## src/rtl/wb_pkg.sv

```systemverilog
// Shared types and defaults for the write-back stage and its load queue.
package wb_pkg;

    localparam int WB_DEPTH     = 4;
    localparam int WB_DATA_SIZE = 32;
    localparam int WB_PTR_W     = $clog2(WB_DEPTH);

    // One outstanding load: destination, completion and squash state, returned data.
    typedef struct packed {
        logic                    valid;
        logic [4:0]              rd;
        logic                    done;
        logic                    kill;
        logic [WB_DATA_SIZE-1:0] data;
    } wb_entry_t;

endpackage

```

## src/rtl/ld_queue.sv

```systemverilog
// Ordered queue of outstanding load destinations. Entries are pushed at the
// tail on issue, filled strictly in issue order by responses, and popped from
// the head once done. A younger ALU write to the same rd marks older entries
// killed so their data never reaches the register file.
module ld_queue
    import wb_pkg::*;
#(
    parameter int DEPTH = WB_DEPTH
) (
    input  logic                    clk,
    input  logic                    rst,
    input  logic                    push,
    input  logic [4:0]              push_rd,
    input  logic                    resp_valid,
    input  logic [WB_DATA_SIZE-1:0] resp_data,
    input  logic                    pop,
    input  logic                    kill_valid,
    input  logic [4:0]              kill_rd,
    output wb_entry_t               head_entry,
    output logic                    ready,
    output logic [31:0]             pending
);

    localparam int PTR_W = $clog2(DEPTH);

    wb_entry_t          entries [DEPTH];
    logic [PTR_W-1:0]   head;
    logic [PTR_W-1:0]   tail;
    logic [PTR_W:0]     count;
    logic [PTR_W-1:0]   fill;
    logic [PTR_W-1:0]   scan_idx;
    logic               fill_found;
    logic               pop_ok;

    assign head_entry = entries[head];
    assign ready      = (count < (PTR_W+1)'(DEPTH));
    assign pop_ok     = pop && entries[head].valid && entries[head].done;

    // Fill pointer: oldest valid entry still waiting for its data, scanned from head.
    always_comb begin
        fill       = head;
        fill_found = 1'b0;
        scan_idx   = head;
        for (int i = 0; i < DEPTH; i++) begin
            scan_idx = head + PTR_W'(i);
            if (!fill_found && entries[scan_idx].valid && !entries[scan_idx].done) begin
                fill       = scan_idx;
                fill_found = 1'b1;
            end
        end
    end

    // Registers whose value is still owed to the register file by a live load.
    always_comb begin
        pending = '0;
        for (int i = 0; i < DEPTH; i++) begin
            if (entries[i].valid && !entries[i].kill) begin
                pending[entries[i].rd] = 1'b1;
            end
        end
    end

    // Entry storage: kill marking, response fill, pop and push. The push is
    // written last so a same-cycle issue to a killed rd keeps its own clean state.
    always_ff @(posedge clk) begin
        if (rst) begin
            head <= '0;
            tail <= '0;
            for (int i = 0; i < DEPTH; i++) begin
                entries[i] <= '0;
            end
        end else begin
            for (int i = 0; i < DEPTH; i++) begin
                if (kill_valid && entries[i].valid && (entries[i].rd == kill_rd)) begin
                    entries[i].kill <= 1'b1;
                end
            end
            if (resp_valid && fill_found) begin
                entries[fill].data <= resp_data;
                entries[fill].done <= 1'b1;
            end
            if (pop_ok) begin
                entries[head].valid <= 1'b0;
                head                <= head + 1'b1;
            end
            if (push) begin
                entries[tail].valid <= 1'b1;
                entries[tail].rd    <= push_rd;
                entries[tail].done  <= 1'b0;
                entries[tail].kill  <= (push_rd == 5'd0);
                entries[tail].data  <= '0;
                tail                <= tail + 1'b1;
            end
        end
    end

    // Occupancy count; a simultaneous push and pop leaves it unchanged.
    always_ff @(posedge clk) begin
        if (rst) begin
            count <= '0;
        end else begin
            case ({push, pop_ok})
                2'b10:   count <= count + 1'b1;
                2'b01:   count <= count - 1'b1;
                default: count <= count;
            endcase
        end
    end

endmodule

```

## src/rtl/reg_writeback.sv

```systemverilog
// Write-back stage: sole writer of the register-file write port. ALU results
// take priority; completed loads drain in issue order when the ALU is idle.
// Decode is stalled (hazard) while a source register still has a write in flight.
module reg_writeback
    import wb_pkg::*;
#(
    parameter int DEPTH     = WB_DEPTH,
    parameter int DATA_SIZE = WB_DATA_SIZE
) (
    input  logic                 clk,
    input  logic                 rst,
    input  logic                 alu_valid,
    input  logic [4:0]           alu_rd,
    input  logic [DATA_SIZE-1:0] alu_data,
    input  logic                 ld_issue,
    input  logic [4:0]           ld_issue_rd,
    output logic                 ld_ready,
    input  logic                 ld_resp_valid,
    input  logic [DATA_SIZE-1:0] ld_resp_data,
    input  logic [4:0]           q1_addr,
    input  logic [4:0]           q2_addr,
    output logic                 hazard,
    output logic                 write_reg,
    output logic [4:0]           rd_addr,
    output logic [DATA_SIZE-1:0] write_data
);

    wb_entry_t   head_entry;
    logic [31:0] pending;
    logic        alu_write;
    logic        ld_pop;
    logic        ld_push;
    logic        q1_busy;
    logic        q2_busy;

    assign alu_write = alu_valid && (alu_rd != 5'd0);
    assign ld_pop    = !alu_valid && head_entry.valid && head_entry.done;
    assign ld_push   = ld_issue && ld_ready;

    ld_queue #(
        .DEPTH (DEPTH)
    ) u_ld_queue (
        .clk        (clk),
        .rst        (rst),
        .push       (ld_push),
        .push_rd    (ld_issue_rd),
        .resp_valid (ld_resp_valid),
        .resp_data  (WB_DATA_SIZE'(ld_resp_data)),
        .pop        (ld_pop),
        .kill_valid (alu_write),
        .kill_rd    (alu_rd),
        .head_entry (head_entry),
        .ready      (ld_ready),
        .pending    (pending)
    );

    // Commit arbitration into the register-file output registers.
    always_ff @(posedge clk) begin
        if (rst) begin
            write_reg  <= 1'b0;
            rd_addr    <= '0;
            write_data <= '0;
        end else if (alu_valid) begin
            write_reg <= alu_write;
            if (alu_write) begin
                rd_addr    <= alu_rd;
                write_data <= alu_data;
            end
        end else if (ld_pop) begin
            // A killed entry drains without touching the register file.
            write_reg <= !head_entry.kill;
            if (!head_entry.kill) begin
                rd_addr    <= head_entry.rd;
                write_data <= DATA_SIZE'(head_entry.data);
            end
        end else begin
            write_reg <= 1'b0;
        end
    end

    // RAW stall: a source is busy while a live load or the in-flight output targets it.
    always_comb begin
        q1_busy = (q1_addr != 5'd0) &&
                  (pending[q1_addr] || (write_reg && (rd_addr == q1_addr)));
        q2_busy = (q2_addr != 5'd0) &&
                  (pending[q2_addr] || (write_reg && (rd_addr == q2_addr)));
        hazard  = q1_busy || q2_busy;
    end

endmodule

```

## config.mk

```make
export PLATFORM = sky130hd
export DESIGN_NAME = reg_writeback
export DESIGN_NICKNAME = d
export VERILOG_FILES = /design/src/rtl/wb_pkg.sv /design/src/rtl/ld_queue.sv /design/src/rtl/reg_writeback.sv
export SDC_FILE = /design/constraint.sdc
export NUM_CORES = 1
export LEC_CHECK = 0
export BUFFER_PORTS_ARGS = -buffer_cell sky130_fd_sc_hd__buf_2
export CORE_AREA = 2 2 156 158
export DETAILED_ROUTE_END_ITERATION = 16
export DIE_AREA = 0 0 158 160
export REMOVE_ABC_BUFFERS = 1
export SYNTH_ARGS = -nofsm -noshare
export SYNTH_HDL_FRONTEND = slang
export SYNTH_SLANG_ARGS = --single-unit
```

## constraint.sdc

```tcl
create_clock -name clk -period 8.09 [get_ports clk]
set_clock_uncertainty 0.15 [all_clocks]
set_input_delay 2.427 -clock clk [delete_from_list [all_inputs] [get_ports clk]]
set_output_delay 2.427 -clock clk [all_outputs]
set_load 0.02 [all_outputs]
```

==> results of run 1 <==
## synthesized netlist by cell type, types with 14 or more instances
master / n
dfxtp_1: 186
mux2i_1: 41
nor3_1: 26
clkbuf_1: 58
xor2_1: 25
a22o_1: 128
a211oi_1: 40
edfxtp_1: 21
o22ai_1: 41
nand2_1: 14
mux4_2: 47
buf_2: 24
and2_1: 21
nor2_1: 69
inv_1: 18
## placed cells by master (no fill, tap or decap), types with 9 or more instances in the layout
master	n
o22a_1	13
nand3_1	12
inv_1	18
dfxtp_1	184
ha_1	9
nor2_1	65
edfxtp_1	21
nand2_1	14
nand2b_1	9
buf_2	128
mux4_2	47
o221ai_1	11
nor3_1	26
a211oi_1	40
or3b_2	12
a22o_1	128
o22ai_1	41
nand4bb_1	9
mux2i_1	41
buf_4	12
o21ai_0	11
xor2_1	25
nand3b_1	13
clkbuf_16	23
and2_1	21
## cell families after synthesis
logic type,count (synthesis)
DFF,207
and+or+nand+nor,227
muxes,90
AOI/OAI and AO/OA,293
buffers and inverters,117
adders and majority gates,10
xor gates and xnor gates,33
## worst paths after layout
check,end,slack [ns],cells past startpoint,from
setup / recovery,hazard,1.03,8,q1_addr[1]
hold / removal,u_ld_queue.entries[3][13],0.32,1,u_ld_queue.entries[3][13]
hold reg to reg,u_ld_queue.entries[3][13],0.32,1,u_ld_queue.entries[3][13]
setup reg to reg,u_ld_queue.entries[0][27],3.57,9,register
## metal layers
metal	GRT usage	vias to the layer above	wire length [um]
met5	0	-	27
met4	0.0999	4	1140
met3	0.0407	80	1870
met2	0.388	362	14400
met1	0.335	4155	13300
li1	-	3949	-
## worst register-to-register path, delay by kind of cell (launching register included)
family                 cells  cell delay [ns]
AOI/OAI and AO/OA          2             0.34
and+or+nand+nor            3             1.22
buffers and inverters      2             1.00
muxes                      2             1.18
DFF                        1             0.55
## power groups by stage
stage	Clock (mW)	Sequential (mW)	Combinational, mW
4_1_cts	0.975	1.12	0.302
5_1_grt	1.03	1.13	0.329
2_1_floorplan	0	1.15	0.163
6_report	0.955	1.12	0.302
3_5_place_dp	0	1.14	0.301
3_3_place_gp	0	1.14	0.299
## area by class of cell
class | count | area [um^2] | area share
clock inverter | 6 | 41.3 | 0.00348
inverter | 22 | 82.6 | 0.00695
multi-input combinational | 653 | 5610 | 0.472
timing repair buffer | 140 | 731 | 0.0615
sequential | 207 | 4360 | 0.367
clock buffer | 33 | 653 | 0.0550
tap | 324 | 405 | 0.0341
==> results.toml, run 1 <==
[clock_network]
ctsHtreeMaxLevel = 1
clockRootBuffer = "clkbuf_16"
post-cts-setup-buffer-count = 0
cts_tree = "yes"
clk_latency_ns = 0.51
numCtsBuffers = 22
clock_sinks = 207
cts_buffer_depth = 3
ctsHoldBuffers = 0
path_clk_slew_ns = 0.06
cts_resized = 0

[pwr]
p_sw_frac = 0.260
p_leak_nw = 4.52
clkPwrFrac = 0.401
seqPwrFrac = 0.472
power_density_nw_per_um2 = 200
p_comb_frac = 0.127
ir_drop_uv = 146
internal-power_mw = 1.76
p_switching_mw = 0.618
power.total_mw = 2.38

[yosys]
yosysUniqueCellTypes = 64
synth_top_cells_by_area = "dfxtp_1, a22o_1, mux4_2"
yosys.area_share.adder = 0.0127
synth_compound_area_frac = 0.224
seq_area_frac_synth = 0.418
synth_mux_area_frac = 0.143
synth-simple-area-share = 0.126
synth_top_family_by_area = "compound AO/OA/AOI/OAI gates"
synth_xor_area_frac = 0.0277
synth-edff-count = 21
postSynthAreaPerCell_um2 = 10.7
ys_ff_latch = 207
post-synth-top-area-cell = "dfxtp_1"
ys_async_sr_fraction = 0
synth_area_um2 = 10400
yosys_warnings = 0
ys.flop_type = "dfxtp_1"
synth_cells = 977
synth_top_area_frac = 0.357

[run]
cap_violations = 0

[sta]
tns_ns = 0
relSlewSlack = 0.262
fin_crit_ns = 7.06
rsz0062_at_grt = "no"
holdWs_ns = 0.318
fin_ws_ns = 1.03
tightestPinTransition_ns = 1.11
hold_violations = 0
timing.final.crit_share = 0.873
clock.fmax_ghz = 0.142
setup_viol = 0
slew_viol_final = 0

[status]
outcome = "complete, no violations"

[floorplanning]
num_rows = 57
floorplan.initialDensity = 0.437
fp.dieArea_um2 = 25300
die_y_um = 160
io_pins = 129
coreArea_um2 = 23800
die_w_um = 158

[grt]
grt_use_total = 0.246
grt_pass1_wl_um = 49100
overflow = 0
grt_max_degree = 76
grt_pass1_vias = 8614
antenna_found_initial = 2

[final_layout]
areaGrowthSynthToFinish_pct = 14.0
reg.largest.list = "u_ld_queue.entries (160), write_data (32), rd_addr (5)"
largest_reg_flops = 160
instances_no_fill = 1385
fill_cells = 2210
fin_util = 0.499
final_cell_area_um2 = 11900
antennaDiodeCount = 0
final_nets = 1145
drive_gt1_frac = 0.244
regMostFlops = "u_ld_queue.entries"

[setup_path]
cp_max_fo = 10
setup.worst_path.start_class = "input port"
path_cells = "buf_2 -> clkinv_1 -> o211ai_1 -> o311ai_0 -> a2111oi_0 -> a211oi_1 -> nand4bb_1 -> buf_2"
path_buf_inv = 3
critical_path.max_stage_delay_ns = 0.61
endpoint_kind = "primary output"
crit_arrival_ns = 4.49
cp_data_required_time_ns = 5.51
crit_type = "in -> out"
path_delay_family = "compound AO/OA/AOI/OAI gates"
slowest_stage = "a2111oi_0"
crit_path_frequent_cell = "buf_2"

[routing]
avgViaCountPerCell = 6.17
routed_wl_um = 30700
ant_nets = 0
route.detailed.drc = 0
num_vias = 8550
firstDrtPassIters = 6
wl_per_cell_um = 22.2
dr.first_iter.drc_count = 553

[worst_hold_path]
hold_path_class = "reg -> reg"

[place]
portBuffers = 128
hpwl_um = 20600
gp_congestion = 0.928
dp_cells = 1346
placed_area_um2 = 11200
place_ws_ns = 1.16
Power figures use the tool's default switching activity.
==> run 2, diff against run 1 <==
--- a/config.mk
+++ b/config.mk
@@ -9,6 +9,7 @@
 export CORE_AREA = 2 2 156 158
 export DETAILED_ROUTE_END_ITERATION = 16
 export DIE_AREA = 0 0 158 160
+export PLACE_DENSITY = 0.67
 export REMOVE_ABC_BUFFERS = 1
 export SYNTH_ARGS = -nofsm -noshare
 export SYNTH_HDL_FRONTEND = slang
==> constraint.sdc (replaced) <==
create_clock -name clk -period 7.7 [get_ports clk]
set_clock_uncertainty 0.15 [all_clocks]
set_input_delay 2.31 -clock clk [delete_from_list [all_inputs] [get_ports clk]]
set_output_delay 2.31 -clock clk [all_outputs]
set_load 0.02 [all_outputs]
==> run 2 against run 1 <==
Net effect: clock power up 2%; sequential share of layout area up 0.10 points; worst hold slack about the same; power up 3.9%; register-to-register slack better by 0.76 ns; critical path depth down 1; cell count up 0.14%; sequential power up 5%; largest cell class unchanged; largest power group unchanged.
==> results.toml, run 2 (same netlist as run 1, synthesis figures left out) <==
[setup_path]
setup.worst_path.start_class = "input port"
crit_arrival_ns = 4.22
cp_max_fo = 15
r2r_start = "u_ld_queue.head[0]"
reg2reg_depth = 9
crit_type = "in -> out"
endpoint_kind = "primary output"
timing.rr.end = "u_ld_queue.entries[0][26]"
reg2reg_setup_slack_ns = 4.33
cp_data_required_time_ns = 5.24

[floorplanning]
die_y_um = 160
num_rows = 57
io_pins = 129
floorplan.initialDensity = 0.437
fp.dieArea_um2 = 25300
die_w_um = 158
coreArea_um2 = 23800

[pwr]
p_switching_mw = 0.671
power.total_mw = 2.47
p_sw_frac = 0.272
power_density_nw_per_um2 = 209
clkPwrFrac = 0.395
seqPwrFrac = 0.478
p_leak_nw = 4.49
p_comb_frac = 0.127
ir_drop_uv = 154
internal-power_mw = 1.80

[clock_network]
cts_tree = "yes"
ctsHoldBuffers = 0
clk_latency_ns = 0.50
cts_resized = 0
post-cts-setup-buffer-count = 0
numCtsBuffers = 21
path_clk_slew_ns = 0.06
cts_buffer_depth = 3
clockRootBuffer = "clkbuf_16"
ctsHtreeMaxLevel = 1
clock_sinks = 207

[grt]
grt_use_total = 0.243
grt_pass1_vias = 8534
overflow = 0
antenna_found_initial = 6
grt_pass1_wl_um = 48700
grt_max_degree = 76

[final_layout]
final_common_cell = "dfxtp_1"
reg.largest.list = "u_ld_queue.entries (160), write_data (32), rd_addr (5)"
largest_reg_flops = 160
final_nets = 1143
final_cell_mix = "dfxtp_1, a22o_1, buf_2"
final_cell_area_um2 = 11800
instances_no_fill = 1387
fill_cells = 2216
areaGrowthSynthToFinish_pct = 13.7
fin_util = 0.497
drive_gt1_frac = 0.247
regMostFlops = "u_ld_queue.entries"

[sta]
slew_viol_final = 0
setup_viol = 0
rsz0062_at_grt = "no"
clock.fmax_ghz = 0.150
tns_ns = 0
fin_crit_ns = 6.68
hold_violations = 0
holdWs_ns = 0.318
fin_ws_ns = 1.02
tightestPinTransition_ns = 1.13
relSlewSlack = 0.245
timing.final.crit_share = 0.868

[place]
dp_cells = 1345
placed_area_um2 = 11200
place_ws_ns = 1.06
hpwl_um = 20200
gp_congestion = 0.944
portBuffers = 128

[routing]
dr.first_iter.drc_count = 694
firstDrtPassIters = 6
wl_per_cell_um = 22.1
num_vias = 8564
ant_nets = 0
route.detailed.drc = 0
avgViaCountPerCell = 6.17
routed_wl_um = 30600

[status]
outcome = "complete, no violations"

[worst_hold_path]
whs_endpoint = "u_ld_queue.entries[3][26]"
hold-path-cell-count = 1
min-delay-start = "u_ld_queue.entries[3][26]"
hold_path_class = "reg -> reg"

[run]
cap_violations = 0
## run 2: final cells by class
cell class	count	area (um^2)	share of cell area
clock buffer	25	571	0.0482
sequential	207	4360	0.368
tap	324	405	0.0342
timing repair buffer	139	723	0.0610
inverter	22	82.6	0.00697
antenna	5	12.5	0.00106
clock inverter	12	86.3	0.00729
multi-input combinational	653	5610	0.473
## run 2: critical path: stages
cell and delay [ns]:
buf_2 0.26, clkinv_1 0.32, mux2_2 0.36, a2111oi_0 0.50, o31ai_1 0.11, nand4bb_1 0.18
buf_2 0.17
## run 2: how the worst max path moves through the flow
stage	slack [ns]	start	end	cells past startpoint
3_5_place_dp	1.06	q2_addr[2]	hazard	7
5_1_grt	0.92	q2_addr[2]	hazard	8
4_1_cts	1.05	q2_addr[2]	hazard	7
3_3_place_gp	1.03	q2_addr[2]	hazard	7
6_report	1.02	q2_addr[2]	hazard	7
2_1_floorplan	1.55	q1_addr[1]	hazard	5
## run 2: metal layers
layer / vias up / GRT usage / wire length, um
met5: - / 0 / 0
met4: 0 / 0.108 / 1390
met3: 95 / 0.0380 / 1980
met2: 374 / 0.393 / 14400
met1: 4152 / 0.322 / 12800
li1: 3943 / - / -
## run 2: power groups by stage
stage	logic, mW	clock network [mW]	registers [mW]
global placement	0.308	0	1.20
detailed placement	0.312	0	1.20
finish	0.314	0.975	1.18
global route	0.342	1.04	1.19
floorplan	0.171	0	1.21
CTS	0.313	0.996	1.18
==> run 3, diff against run 2 <==
--- a/config.mk
+++ b/config.mk
@@ -6,10 +6,10 @@
 export NUM_CORES = 1
 export LEC_CHECK = 0
 export BUFFER_PORTS_ARGS = -buffer_cell sky130_fd_sc_hd__buf_2
-export CORE_AREA = 2 2 156 158
+export CORE_AREA = 2 2 208 210
 export DETAILED_ROUTE_END_ITERATION = 16
-export DIE_AREA = 0 0 158 160
-export PLACE_DENSITY = 0.67
+export DIE_AREA = 0 0 210 212
+export PLACE_DENSITY = 0.45
 export REMOVE_ABC_BUFFERS = 1
 export SYNTH_ARGS = -nofsm -noshare
 export SYNTH_HDL_FRONTEND = slang
==> run 3 against run 2 <==
Net effect: critical path depth unchanged; design area rose by 2.8%; routed wire length up 14%; worst setup slack got worse by 0.044 ns; critical path type unchanged; critical endpoint unchanged; highest routed layer is now met5.
==> results.toml, run 3 (same netlist as run 1, synthesis figures left out) <==
[grt]
grt_max_degree = 52
grt_pass1_vias = 8596
overflow = 0
grt_pass1_wl_um = 53700
grt_use_total = 0.155
antenna_found_initial = 5

[routing]
dr.first_iter.drc_count = 592
routed_wl_um = 35000
avgViaCountPerCell = 5.36
num_vias = 8611
firstDrtPassIters = 5
wl_per_cell_um = 21.8
ant_nets = 0
route.detailed.drc = 0

[setup_path]
crit_type = "in -> out"
cp-startpoint = "q2_addr[2]"
setup.worst_path.start_class = "input port"
cp_data_required_time_ns = 5.24
crit_arrival_ns = 4.26
cp_max_fo = 15
endpoint_kind = "primary output"
reg2reg_setup_slack_ns = 4.09

[clock_network]
ctsHoldBuffers = 0
post-cts-setup-buffer-count = 0
clockRootBuffer = "clkbuf_16"
numCtsBuffers = 22
ctsHtreeMaxLevel = 1
path_clk_slew_ns = 0.06
cts_buffer_depth = 3
cts_resized = 0
clk_latency_ns = 0.51
cts_tree = "yes"
clock_sinks = 207

[pwr]
power_density_nw_per_um2 = 210
ir_drop_uv = 146
p_leak_nw = 4.52
power.total_mw = 2.55

[worst_hold_path]
min-delay-start = "u_ld_queue.entries[1][11]"
hold_path_class = "reg -> reg"

[final_layout]
antennaDiodeCount = 0
regMostFlops = "u_ld_queue.entries"
areaGrowthSynthToFinish_pct = 16.9
largest_reg_flops = 160
final_cell_mix = "dfxtp_1, a22o_1, buf_2"
instances_no_fill = 1608
final_common_cell = "dfxtp_1"
final_nets = 1146
drive_gt1_frac = 0.246
reg.largest.list = "u_ld_queue.entries (160), write_data (32), rd_addr (5)"

[place]
hpwl_um = 23200
portBuffers = 128
dp_cells = 1569
gp_congestion = 0.950

[floorplanning]
fp.dieArea_um2 = 44500
floorplan.initialDensity = 0.245
io_pins = 129
die_y_um = 212
num_rows = 76
die_w_um = 210
coreArea_um2 = 42500

[sta]
timing.final.crit_share = 0.873
holdWs_ns = 0.319
tns_ns = 0
hold_violations = 0
rsz0062_at_grt = "no"
clock.fmax_ghz = 0.149
relSlewSlack = 0.486
slew_viol_final = 0
setup_viol = 0
fin_crit_ns = 6.72
tightestPinTransition_ns = 0.768

[run]
cap_violations = 0

[status]
outcome = "complete, no violations"
-- run 3: metal layers --
metal | wire length, um | vias up | GRT usage
met3 | 2310 | 86 | 0.0307
li1 | - | 3948 | -
met5 | 58 | - | 0
met1 | 15700 | 4272 | 0.207
met4 | 1050 | 10 | 0.0509
met2 | 15900 | 295 | 0.251
-- run 3: where the power goes --
group          internal (mW)  switching (mW)  total, mW
registers               1.13          0.0479       1.18
clock network          0.600           0.445       1.05
logic                  0.129           0.195      0.323
total                   1.86           0.687       2.55
-- run 3: worst max-delay path, cell delays in order --
cell       delay, ns
buf_2           0.28
clkinv_1        0.32
mux2_2          0.35
a2111oi_0       0.50
o31ai_1         0.11
nand4bb_1       0.20
buf_2           0.18
-- run 3: final cells by class --
cell class              count  area (um^2)
clock inverters             8         78.8
multi-input cells         653         5610
inverters                  22         82.6
repair buffers            141          738
clock buffers              31          624
fillers                  4461        30300
well taps                 546          683
flip-flops and latches    207         4360
-- run 3: final timing paths --
kind | endpoint | cells past startpoint
worst max-delay path | hazard | 7
worst min-delay path | u_ld_queue.entries[1][11] | 1
worst max register to register | u_ld_queue.entries[1][8] | 6
worst min register to register | u_ld_queue.entries[1][11] | 1
-- run 3: metrics by stage --
stage	setup WS, ns	cell area, um^2	utilization
after floorplan	1.55	10000	-
after global placement	0.993	11500	0.270
after detailed placement	1.01	11500	0.270
after CTS	0.978	12200	0.286
after global routing	0.833	12200	0.286
final	0.976	12200	0.286
